## config.mk

```make
export PLATFORM = sky130hd
export DESIGN_NAME = serial_adder
export DESIGN_NICKNAME = d
export VERILOG_FILES = /design/src/rtl/serial_adder.sv
export SDC_FILE = /design/constraint.sdc
export NUM_CORES = 1
export LEC_CHECK = 0
export BUFFER_PORTS_ARGS = -buffer_cell sky130_fd_sc_hd__buf_2
export CAP_MARGIN = 40
export CORE_UTILIZATION = 52
export CTS_CLUSTER_DIAMETER = 50
export DETAILED_ROUTE_END_ITERATION = 6
export HOLD_SLACK_MARGIN = 0.1
export PLACE_DENSITY = 0.73
export SYNTH_ARGS = -nofsm -noshare
export SYNTH_HDL_FRONTEND = slang
export SYNTH_SLANG_ARGS = --single-unit
```

## constraint.sdc

```tcl
create_clock -name clk -period 1.3 [get_ports clk]
set_input_delay 0.13 -clock clk [delete_from_list [all_inputs] [get_ports clk]]
set_output_delay 0.13 -clock clk [all_outputs]
set_load 0.02 [all_outputs]
```

## src/rtl/serial_adder.sv

```systemverilog
// serial_adder: bit-serial adder, one full-adder cell plus carry flop, LSB first
// Ports:
//   clk    - clock, all state updates on rising edge
//   reset  - synchronous active-high reset
//   start  - load request, accepted only in IDLE or DONE
//   a, b   - WIDTH-bit unsigned operands, captured on accepted start
//   ci     - carry-in, captured on accepted start
//   busy   - high while bits are being shifted through the adder cell
//   done   - one-cycle pulse when s/co hold a fresh result
//   s, co  - registered sum and carry-out, held until the next accepted start
//   ovf    - two's-complement overflow flag, only with SERIAL_ADDER_OVF_EN defined
module fa (
    input  logic a,
    input  logic b,
    input  logic ci,
    output logic s,
    output logic co
);
    assign s  = a ^ b ^ ci;
    assign co = (a & b) | (ci & (a ^ b));
endmodule

module serial_adder #(
    parameter int WIDTH = 4
) (
    input  logic             clk,
    input  logic             reset,
    input  logic             start,
    input  logic [WIDTH-1:0] a,
    input  logic [WIDTH-1:0] b,
    input  logic             ci,
    output logic             busy,
    output logic             done,
    output logic [WIDTH-1:0] s,
    output logic             co
`ifdef SERIAL_ADDER_OVF_EN
    ,
    output logic             ovf
`endif
);
    localparam int CW = $clog2(WIDTH) + 1;
    typedef enum logic [1:0] {IDLE, RUN, DONE} state_t;
    state_t           state_q;
    logic [WIDTH-1:0] sa_q, sb_q, s_q, s_d;
    logic [CW-1:0]    cnt_q;
    logic             c_q, co_q, busy_q, done_q;
    logic             s_bit, co_bit, last, load;
    fa u_fa (.a(sa_q[0]), .b(sb_q[0]), .ci(c_q), .s(s_bit), .co(co_bit));
    assign s_d  = {s_bit, s_q[WIDTH-1:1]};
    assign last = cnt_q == CW'(WIDTH - 1);
    // IDLE and DONE both accept a start, which is what makes back-to-back work
    assign load = start && state_q != RUN;
`ifdef SERIAL_ADDER_OVF_EN
    logic ovf_q;
    assign ovf = ovf_q;
    // carry into MSB is c_q before its update, carry out of MSB is co_bit
    always_ff @(posedge clk) begin
        if (reset || load)
            ovf_q <= 1'b0;
        else if (state_q == RUN && last)
            ovf_q <= c_q ^ co_bit;
    end
`endif
    always_ff @(posedge clk) begin
        if (reset) begin
            state_q <= IDLE;
            busy_q  <= 1'b0;
            done_q  <= 1'b0;
            s_q     <= '0;
            co_q    <= 1'b0;
            c_q     <= 1'b0;
            cnt_q   <= '0;
            sa_q    <= '0;
            sb_q    <= '0;
        end else if (state_q == RUN) begin
            s_q   <= s_d;
            sa_q  <= sa_q >> 1;
            sb_q  <= sb_q >> 1;
            c_q   <= co_bit;
            cnt_q <= cnt_q + 1'b1;
            if (last) begin
                co_q    <= co_bit;
                state_q <= DONE;
                busy_q  <= 1'b0;
                done_q  <= 1'b1;
            end
        end else begin
            done_q <= 1'b0;
            if (load) begin
                sa_q    <= a;
                sb_q    <= b;
                c_q     <= ci;
                cnt_q   <= '0;
                s_q     <= '0;
                co_q    <= 1'b0;
                busy_q  <= 1'b1;
                state_q <= RUN;
            end else begin
                busy_q  <= 1'b0;
                state_q <= IDLE;
            end
        end
    end
    assign busy = busy_q;
    assign done = done_q;
    assign s    = s_q;
    assign co   = co_q;
endmodule

```

Word-level counts from Yosys, hierarchy flattened
Cells that the tools add are included.
Widths: inputs -> output; s select.
Word-level totals
  register bits after elaboration: 21
  input port bits: 12
  output and inout bits: 7
  logic and storage cells: 46
Cells by class
  $add $sub $neg: 1
  equality and inequality tests: 4
  mux-type cells: 19
  bitwise logic cells: 6
  reduce and logical (&&, ||, !) cells: 5
Operators by type and width (number)
  $mux 3: 6
  $mux 1: 9
  $mux 4: 2
  $mux 2: 2
  $reduce_or 2->1: 2
  $add 3x1->3 const B: 1
  $eq 3x2->1 const B: 1
  $and 1x1->1: 2
  $eq 2x1->1 const B: 1
  $ne 2x1->1 const B: 1
  $ne 2x2->1 const B: 1
  $reduce_and 2->1: 1
  $reduce_bool 2->1: 1
  $xor 1x1->1: 2
  $logic_and 1x1->1: 1
  $not 1->1: 1
  $or 1x1->1: 1

Depth between registers and ports, before layout
Gate-level depths: netlist (run 1).
  depth in word-level cells: 5
  gate-level depth with buffers: 5
  mapped depth without buffers: 5

Modules after synthesis
A second synthesis (run 1) with hierarchy kept.
Unflattened totals
  cell total of the unflattened synthesis: 90
  area total of the unflattened synthesis: 920.9 um2
By module, submodules not included
  serial_adder: instances 1, cells an instance 89, area an instance 900.9 um2, seq. area each 400.4 um2
  fa: instances 1, cells an instance 1, area an instance 20.0 um2, seq. area each 0.0 um2

Worst setup path after synthesis (run 1)
No wires, ideal clock.
  path kind: register to register
  start: register cnt_q[0]
  end: register co_q (netlist: co)
  library setup time: 0.134 ns
  arrival: 0.994 ns
  setup slack: 0.172 ns
  cell stages (with the launch flop): 6
  cell sequence: dfxtp_1 -> ha_1 -> ha_1 -> nor2b_1 -> o21ai_1 -> a21oi_1
Between the ends
  word-level cells in the longest chain between the ends: 3
Ends and longest elaborated chain
  start: declaration: line 45  | logic [CW-1:0] cnt_q;
  start signal: assignment: line 80  | cnt_q <= cnt_q + 1'b1;
  $eq 3x2->1: line 50  | assign last = cnt_q == CW'(WIDTH - 1);
  $ne 2x2->1 (no source line)
  $reduce_and 2->1 (no source line)
  end signal: assignment: line 82  | co_q <= co_bit;
  end: declaration: line 46  | logic c_q, co_q, busy_q, done_q;
No other way between the ends.
A chain may end at the register's enable or synchronous reset.

Final worst setup path (run 1)
  start: register c_q
  end: register s_q[3] (netlist: s[3])
Between the ends
  word-level cells in the longest chain between the ends: 2
Ends and longest elaborated chain
  start: declaration: line 46
  start signal: assignment: line 79  | c_q <= co_bit;
  start signal: assignment: line 92  | c_q <= ci;
  $xor 1x1->1: line 19  | assign s = a ^ b ^ ci;
  $mux 4: line 75  | end else if (state_q == RUN) begin
  end signal: assignment: line 69  | s_q <= '0;
  end signal: assignment: line 76  | s_q <= s_d;
  end signal: assignment: line 94  | s_q <= '0;
  end: declaration: line 44  | logic [WIDTH-1:0] sa_q, sb_q, s_q, s_d;
No other way between the ends.

==> results of run 1 <==
-- power groups by stage --
stage               clock (mW)  sequential [mW]  combinational, mW
detailed placement           0            0.679              0.169
global placement             0            0.677              0.166
global route             0.397            0.670              0.193
finish                   0.352            0.665              0.169
CTS                      0.364            0.665              0.170
floorplan                    0            0.682              0.142
-- metal layers --
layer | vias to the layer above | GRT usage | share of wire | routed length [um]
li1 | 347 | - | - | -
met1 | 332 | 0.2320 | 0.46 | 709
met2 | 16 | 0.3029 | 0.48 | 737
met3 | 2 | 0.04490 | 0.045 | 68
met4 | 0 | 0.09091 | 0.0072 | 11
met5 | - | 0 | 0 | 0
-- area by class of cell --
class	count	area [um^2]
clock buffers	4	36.28
repair buffers	18	90.09
well taps	24	30.03
multi-input cells	62	459.2
inverters	4	15.01
fillers	141	563.0
flip-flops and latches	20	400.4
-- worst max-delay path, delay by kind of cell (launching register included) --
kind	cells	cell delay [ns]
buffers and inverters	1	0.06
AND/OR/NAND/NOR	1	0.09
AO/OA/AOI/OAI	1	0.06
flip-flops	1	0.33
adder cells (fa/ha/maj)	1	0.55
-- repair_timing --
item,CTS,global route
resized for setup,0,1
setup buffers,0,0
setup endpoints to repair,0,1
-- per-stage QoR --
stage | power, mW | utilization | hold slack (ns) | instance area, um^2
3_5_place_dp | 0.8484 | 0.6224 | 0.4377 | 992.2
6_report | 1.185 | 0.6468 | 0.1193 | 1031
3_3_place_gp | 0.8425 | 0.6224 | 0.4209 | 992.2
2_1_floorplan | 0.8239 | - | 0.3253 | 932.1
4_1_cts | 1.199 | 0.6452 | 0.1181 | 1028
5_1_grt | 1.260 | 0.6468 | 0.1155 | 1031
-- worst max-delay path by stage --
stage,depth (start not counted),slack (ns),to,startpoint
6_report,4,0.09,s[3]$_SDFFE_PP0P_,c_q$_SDFFE_PP0P_
5_1_grt,5,0.04,co$_SDFFE_PP0P_,cnt_q[0]$_SDFFE_PP0P_
4_1_cts,5,0.07,co$_SDFFE_PP0P_,c_q$_SDFFE_PP0P_
3_5_place_dp,5,0.1,co$_SDFFE_PP0P_,c_q$_SDFFE_PP0P_
3_3_place_gp,5,0.13,co$_SDFFE_PP0P_,c_q$_SDFFE_PP0P_
2_1_floorplan,5,0.17,co$_SDFFE_PP0P_,cnt_q[0]$_SDFFE_PP0P_
-- logic make-up (layout without fill, tap and decap cells) --
| logic type | count (synthesis) | in the layout | synth area share |
|---|---|---|---|
| simple gates | 33 | 33 | 0.2094 |
| compound gates | 18 | 18 | 0.1463 |
| mux | 8 | 8 | 0.08591 |
| flops | 20 | 20 | 0.4295 |
| buf+inv | 11 | 26 | 0.08053 |
| fa+ha+maj | 3 | 3 | 0.04832 |
-- registers in the layout, indices dropped and copies added (netlist names) --
register  cells
done          1
sb_q          4
state_q       2
cnt_q         3
co            1
c_q           1
s             4
sa_q          4
-- cells in the mapped netlist --
| library cell | number | area (um^2) |
|---|---|---|
| sky130_fd_sc_hd__nand2b_4 | 1 | 13.76 |
| sky130_fd_sc_hd__inv_1 | 4 | 15.01 |
| sky130_fd_sc_hd__nor3_1 | 3 | 15.01 |
| sky130_fd_sc_hd__nor3b_1 | 1 | 7.510 |
| sky130_fd_sc_hd__buf_6 | 4 | 45.04 |
| sky130_fd_sc_hd__nor2b_4 | 1 | 13.76 |
| sky130_fd_sc_hd__nand2_1 | 6 | 22.52 |
| sky130_fd_sc_hd__fa_1 | 1 | 20.02 |
| sky130_fd_sc_hd__mux2i_1 | 8 | 80.08 |
| sky130_fd_sc_hd__a21oi_1 | 8 | 40.04 |
| sky130_fd_sc_hd__a211oi_1 | 3 | 22.52 |
| sky130_fd_sc_hd__a21oi_2 | 1 | 8.760 |
| sky130_fd_sc_hd__o211a_1 | 1 | 10.01 |
| sky130_fd_sc_hd__a211oi_2 | 4 | 50.05 |
| sky130_fd_sc_hd__ha_1 | 2 | 25.02 |
| sky130_fd_sc_hd__nor2b_1 | 2 | 12.51 |
| sky130_fd_sc_hd__or3_1 | 1 | 6.260 |
| sky130_fd_sc_hd__nand2b_1 | 4 | 25.02 |
| sky130_fd_sc_hd__nand3b_1 | 7 | 52.55 |
| sky130_fd_sc_hd__clkbuf_1 | 2 | 7.510 |
| sky130_fd_sc_hd__buf_4 | 1 | 7.510 |
| sky130_fd_sc_hd__dfxtp_1 | 20 | 400.4 |
| sky130_fd_sc_hd__o21ai_1 | 1 | 5.000 |
| sky130_fd_sc_hd__nor2_1 | 7 | 26.28 |
==> impl_summary.txt, run 1 <==
----------------------------------------------------
[Critical path]
  Critical Path AT ... 1.38 ns
  Startpoint type of the worst setup path ... register
  List of cells traversed by the critical path ... inv_1, fa_2, nand2b_1, a21oi_1
  Flop-to-flop setup slack ... 0.09 ns
  Worst reg2reg path startpoint ... c_q$_SDFFE_PP0P_
  Crit Path Max Fanout ... 2
  Critical Path End Type ... register
  Max incr delay on CP ... 0.55 ns
  Destination of the worst register-to-register timing path ... s[3]$_SDFFE_PP0P_
  Worst Path Class, Setup ... register to register
  Depth of the most critical reg-to-reg path ... 4
  Critical Path Slowest Stage Cell ... sky130_fd_sc_hd__fa_2
  CP Data Required Time ... 1.47 ns

[Floorplan]
  Die ar. ... 0.001966 mm^2
  Effective utilization at floorplan ... 0.5848
  # rows ... 14
  I/O pin count ... 19
  Core box area ... 0.001594 mm^2
  DIE HEIGHT ... 44.34 um
  Horizontal extent of the die ... 44.34 um

[Synth]
  Count of cell types in the netlist ... 24
  Share of synthesized area occupied by flip-flops and latches ... 0.4295
  Post-synth design cell area ... 932.1 um^2
  Number of synthesized register bits ... 20
  Synth warnings ... 0
  Synth Area per Inst ... 10.02 um^2
  Synthesized instance count ... 93
  Post-Synthesis Net Count ... 108

[Layout]
  Most common cell after layout, fill and taps aside ... sky130_fd_sc_hd__dfxtp_1
  Signed area change from the synthesized netlist to the final layout ... 10.60%
  Number of cells in the finished layout apart from fillers ... 132
  Leading cell types in the layout, fill and taps excluded ... sky130_fd_sc_hd__dfxtp_1, sky130_fd_sc_hd__buf_2, sky130_fd_sc_hd__a21oi_1, sky130_fd_sc_hd__mux2i_1
  Share of cells above drive strength 1 ... 0.2778
  Antenna fix cells ... 0
  Number of nets in the finished design ... 124

[Route]
  Residual DRC count ... 0
  Number of vias per cell after detailed routing ... 5.280
  Post-DRT Antenna Nets ... 0
  First-pass DRT Iterations ... 4
  Drt wl/cell ... 11.57 um
  Sum of routed wire length over all layers ... 1.527 mm
  Number of vias in the routed layout ... 697
  Drt initial violations ... 8

[STA]
  Period minus WS final ... 1.212 ns
  Worst slew margin relative to its limit ... 0.7332
  Max Transition Viols Final ... 0
  Highest achievable clock rate ... 825.4 MHz
  Fin Clk Skew ... 0.003463 ns
  Accumulated negative setup slack ... 0 ns
  RSZ-0062 raised after global routing ... no
  Fin crit share ... 0.9320
  Final worst-path setup slack ... 0.08840 ns
  Final Hold Fails ... 0
  Count of endpoints failing setup in the final report ... 0
  Actual slew at the worst max-slew pin ... 0.4002 ns

[Power]
  Clock group share of total power ... 0.297
  Register share of total power ... 0.561
  Net Switching ... 0.2952 mW
  Peak supply drop ... 0.7693 mV
  Int Pwr ... 0.8901 mW
  Net Sw Frac ... 0.2490
  Combinational group share of total power ... 0.142
  Leakage power summed over all cells ... 0.4288 nW
  PD cells ... 1150 mW/mm^2

[GRT]
  Largest net degree at the start of global routing ... 24
  Total grt overflow ... 0
  Via count of the first global-routing pass ... 660
  Global-route wire length before repair ... 2.732 mm
  Total global routing track utilization ... 0.1867
  Initial antenna violation count ... 0

[Place]
  HPWL Detailed ... 1.039 mm
  RD Place Congestion ... 0.7155
  Number of placed instances with taps included ... 128
  Setup slack after placement ... 0.09655 ns
  Count of input and output buffers ... 18

[Hold path]
  Hold Crit Start ... b[3]
  Worst Hold Depth ... 3
  Terminating pin of the worst hold path ... sb_q[3]$_SDFFE_PP0P_
  Worst min-delay path category ... input pin to register

[Clock network]
  Clock edge transition at the registers on the reported setup and hold paths ... 0.11 ns
  Largest buffer count on any clock path ... 2
  CTS Root Buffer Type ... sky130_fd_sc_hd__clkbuf_4
  Number of sinks on the clock net ... 20
  TritonCTS clock tree ... done
  Clk Latency, worst-skew pair ... 0.29 ns
  Clock buffer count from CTS ... 3
  H-tree depth ... 1
  Hold bufs inserted after CTS ... 0

[Status]
  Result of the run ... finished clean

[Flow run]
  Max-cap violation count ... 0

----------------------------------------------------
No activity file was read; power rests on OpenSTA's default activity.
==> inputs of run 2 (changes only) <==
--- a/config.mk
+++ b/config.mk
@@ -5,13 +5,14 @@
 export SDC_FILE = /design/constraint.sdc
 export NUM_CORES = 1
 export LEC_CHECK = 0
+export ABC_AREA = 1
 export BUFFER_PORTS_ARGS = -buffer_cell sky130_fd_sc_hd__buf_2
 export CAP_MARGIN = 40
 export CORE_UTILIZATION = 52
 export CTS_CLUSTER_DIAMETER = 50
 export DETAILED_ROUTE_END_ITERATION = 6
 export HOLD_SLACK_MARGIN = 0.1
-export PLACE_DENSITY = 0.73
+export PLACE_DENSITY_LB_ADDON = 0.15
 export SYNTH_ARGS = -nofsm -noshare
 export SYNTH_HDL_FRONTEND = slang
 export SYNTH_SLANG_ARGS = --single-unit
==> run 2 against run 1 <==
Largest cell class unchanged. Final cell count rose by 16%. Sequential cell count did not move. Synthesized area fell by 1.3%. Critical path depth rose by 1. Highest routed layer unchanged. Clock power rose by 44%. Worst hold slack got worse by 0.015 ns.
==> impl_summary.txt, run 2 <==
----------------------------------------------------
[Synth]
  Post-Synthesis Net Count ... 134 (+24%)
  Count leader, synth ... sky130_fd_sc_hd__nand3_1
  Synthesized instance count ... 119 (+28%)
  Largest area contributor in the synthesized netlist ... sky130_fd_sc_hd__dfxtp_1
  Post-synth design cell area ... 919.6 um^2 (-1.3%)
  Fraction of post-synthesis cell area in the top cell type by area ... 0.4354 (+0.005844)
  Top flip-flop cell by instance count after synthesis ... sky130_fd_sc_hd__dfxtp_1
  Number of enable flip-flop cells after synthesis ... 0 (unchanged)
  Share of synthesized area occupied by flip-flops and latches ... 0.4354 (+0.005844)
  Number of synthesized register bits ... 20 (unchanged)
  Synth warnings ... 0 (unchanged)
  Post-synth top cells ... sky130_fd_sc_hd__nand3_1, sky130_fd_sc_hd__dfxtp_1, sky130_fd_sc_hd__nand2_1, sky130_fd_sc_hd__inv_1, sky130_fd_sc_hd__nor2_1
  Area contributors post-synth ... sky130_fd_sc_hd__dfxtp_1, sky130_fd_sc_hd__nand3_1, sky130_fd_sc_hd__nand2_1
  Fraction of registers with async set or reset after synthesis ... 0 (unchanged)
  Synth Area per Inst ... 7.728 um^2 (-23%)
  Count of cell types in the netlist ... 20 (-17%)

[Layout]
  Post-route cell area ... 0.001052 mm^2 (+2.1%)
  Antenna fix cells ... 0 (unchanged)
  Number of nets in the finished design ... 153 (+23%)
  Leading cell types in the layout, fill and taps excluded ... sky130_fd_sc_hd__nand3_1, sky130_fd_sc_hd__nand2_1, sky130_fd_sc_hd__dfxtp_1
  Post-layout util ... 0.6675 (+0.02068)
  Most common cell after layout, fill and taps aside ... sky130_fd_sc_hd__nand3_1
  Share of cells above drive strength 1 ... 0.2774 (-0.0004055)
  Signed area change from the synthesized netlist to the final layout ... 14.42%
  Number of cells in the finished layout apart from fillers ... 153 (+16%)

[Power]
  Combinational group share of total power ... 0.124 (-0.018)
  Overall power ... 1.332 mW (+12%)
  Register share of total power ... 0.496 (-0.065)
  Net Switching ... 0.3187 mW (+8.0%)
  Peak supply drop ... 1.039 mV (+35%)
  Net Sw Frac ... 0.2392 (-0.009857)
  Int Pwr ... 1.014 mW (+14%)
  Leakage power summed over all cells ... 0.4998 nW (+17%)
  PD cells ... 1266 mW/mm^2 (+10%)
  Clock group share of total power ... 0.380 (+0.083)

[Route]
  Post-DRT Antenna Nets ... 0 (unchanged)
  Sum of routed wire length over all layers ... 1.750 mm (+15%)
  Number of vias per cell after detailed routing ... 5.261 (-0.36%)
  First-pass DRT Iterations ... 6 (+2)
  Drt initial violations ... 23 (+15)
  Drt wl/cell ... 11.44 um (-1.1%)
  Residual DRC count ... 0 (unchanged)
  Number of vias in the routed layout ... 805 (+15%)

[GRT]
  Total global routing track utilization ... 0.2051 (+0.01843)
  Global-route wire length before repair ... 2.973 mm (+8.8%)
  Largest net degree at the start of global routing ... 19 (-21%)
  Via count of the first global-routing pass ... 715 (+8.3%)
  Total grt overflow ... 0 (unchanged)
  Initial antenna violation count ... 0 (unchanged)

[Place]
  RD Place Congestion ... 0.7407 (+3.5%)
  Post-DP Area ... 989.7 um^2 (-0.25%)
  HPWL Detailed ... 1.253 mm (+21%)
  Number of placed instances with taps included ... 148 (+16%)
  Count of input and output buffers ... 18 (unchanged)

[Critical path]
  Crit path launch ... c_q$_SDFFE_PP0P_
  Depth of the most critical reg-to-reg path ... 5 (+1)
  Critical Path End ... co$_SDFFE_PP0P_
  Destination of the worst register-to-register timing path ... co$_SDFFE_PP0P_
  Crit Path Max Fanout ... 2 (unchanged)
  Worst reg2reg path startpoint ... c_q$_SDFFE_PP0P_
  Startpoint type of the worst setup path ... register
  Worst Path Class, Setup ... register to register
  CP Data Required Time ... 1.55 ns (+0.08 ns)
  Critical Path End Type ... register
  Flop-to-flop setup slack ... 0.1 ns (about the same)
  Critical Path AT ... 1.45 ns (+0.07 ns)

[Floorplan]
  Core box area ... 0.001577 mm^2 (-1.1%)
  I/O pin count ... 19 (unchanged)
  Horizontal extent of the die ... 44.06 um (-0.64%)
  Effective utilization at floorplan ... 0.5833 (-0.001439)
  Die ar. ... 0.001941 mm^2 (-1.3%)
  # rows ... 14 (unchanged)
  DIE HEIGHT ... 44.06 um (-0.64%)

[Hold path]
  Worst min-delay path category ... input pin to register

[Clock network]
  Largest buffer count on any clock path ... 2 (unchanged)
  TritonCTS clock tree ... done
  H-tree depth ... 1 (unchanged)
  Number of sinks on the clock net ... 20 (unchanged)
  CTS Root Buffer Type ... sky130_fd_sc_hd__clkbuf_4
  Clock buffer count from CTS ... 3 (unchanged)
  Clk Latency, worst-skew pair ... 0.30 ns (about the same)
  Clock edge transition at the registers on the reported setup and hold paths ... 0.12 ns (about the same)

[Flow run]
  Max-cap violation count ... 0 (unchanged)

[STA]
  Accumulated negative setup slack ... 0 ns (unchanged)
  Fin crit share ... 0.9246 (-0.007430)
  RSZ-0062 raised after global routing ... no
  Worst slew margin relative to its limit ... 0.7406 (+0.007416)
  Period minus WS final ... 1.202 ns (-0.009659 ns)
  Max Transition Viols Final ... 0 (unchanged)
  Actual slew at the worst max-slew pin ... 0.3886 ns (-0.01155 ns)
  Fin Clk Skew ... 0.005050 ns (+0.001587 ns)
  Highest achievable clock rate ... 832.0 MHz (+0.80%)
  Count of endpoints failing setup in the final report ... 0 (unchanged)
  Final Hold Fails ... 0 (unchanged)

[Status]
  Result of the run ... finished clean

----------------------------------------------------
==> run 2: changes by cell type after synthesis, moves of 4 or more <==
cell                       before  now
sky130_fd_sc_hd__nand3_1        0   22
sky130_fd_sc_hd__nand2_1        6   20
sky130_fd_sc_hd__inv_1          4   12
sky130_fd_sc_hd__mux2i_1        8    0
sky130_fd_sc_hd__nand3b_1       7    0
sky130_fd_sc_hd__a21oi_1        8    2
sky130_fd_sc_hd__nand2_2        0    5
sky130_fd_sc_hd__a211oi_2       4    0
sky130_fd_sc_hd__inv_2          0    4
sky130_fd_sc_hd__nand2b_1       4    0
sky130_fd_sc_hd__nor2_1         7   11
sky130_fd_sc_hd__o21ai_0        0    4
==> run 2: repair_timing <==
action / CTS / global route
setup endpoints to repair: 0 / 1
hold buffers: 1 / 0
endpoints found under the hold margin: 1 / 0
buffers inserted: 0 / 0
resized for setup: 0 / 1
==> run 2: routing by layer <==
layer,up-vias,track usage,part of all wire
met3,4,0.02449,0.033
met5,-,0,0
met1,368,0.2883,0.48
li1,415,-,-
met2,18,0.3176,0.46
met4,0,0.09091,0.022
==> run 2: cell families after synthesis <==
logic type | count (synthesis) | synth area share
flops | 20 | 0.4354
simple gates | 61 | 0.3116
buf+inv | 21 | 0.1088
fa+ha+maj | 3 | 0.04898
compound gates | 14 | 0.09523
==> run 2: worst min-delay path by stage <==
stage	startpoint	end	slack (ns)	cells after the start
floorplan	a[3]	sa_q[3]$_SDFFE_PP0P_	0.29	2
global placement	b[3]	sb_q[3]$_SDFFE_PP0P_	0.39	3
detailed placement	b[3]	sb_q[3]$_SDFFE_PP0P_	0.39	3
CTS	reset	s[1]$_SDFFE_PP0P_	0.10	2
global route	reset	s[0]$_SDFFE_PP0P_	0.11	2
finish	a[3]	sa_q[3]$_SDFFE_PP0P_	0.10	3
==> run 2: final cells by class <==
type,instances,area (um^2)
Tap cell,16,20.02
Fill cell,145,524.3
Clock inverter,1,30.03
Clock buffer,3,22.52
Sequential cell,20,400.4
Inverter,16,60.06
Timing Repair Buffer,19,100.1
Multi-Input combinational cell,78,419.2
==> run 2: worst max-delay path, stage by stage, from the launching register on <==
cell                      delay (ns)
sky130_fd_sc_hd__dfxtp_1        0.35
sky130_fd_sc_hd__inv_1          0.06
sky130_fd_sc_hd__fa_1           0.44
sky130_fd_sc_hd__nor2_2         0.11
sky130_fd_sc_hd__nand2_1        0.06
sky130_fd_sc_hd__a21oi_1        0.13
==> run 2: power by group through the flow <==
stage | Sequential (mW) | Clock [mW] | Combinational, mW
6_report | 0.661 | 0.506 | 0.166
5_1_grt | 0.664 | 0.534 | 0.191
4_1_cts | 0.661 | 0.513 | 0.166
3_5_place_dp | 0.675 | 0 | 0.163
3_3_place_gp | 0.673 | 0 | 0.159
2_1_floorplan | 0.678 | 0 | 0.126
==> run 2: stage by stage <==
step	hold WS, ns	setup slack (ns)
floorplan	0.2945	0.1833
global placement	0.3853	0.1632
detailed placement	0.3920	0.1328
CTS	0.1005	0.09223
global route	0.1118	0.02095
finish	0.1045	0.09806
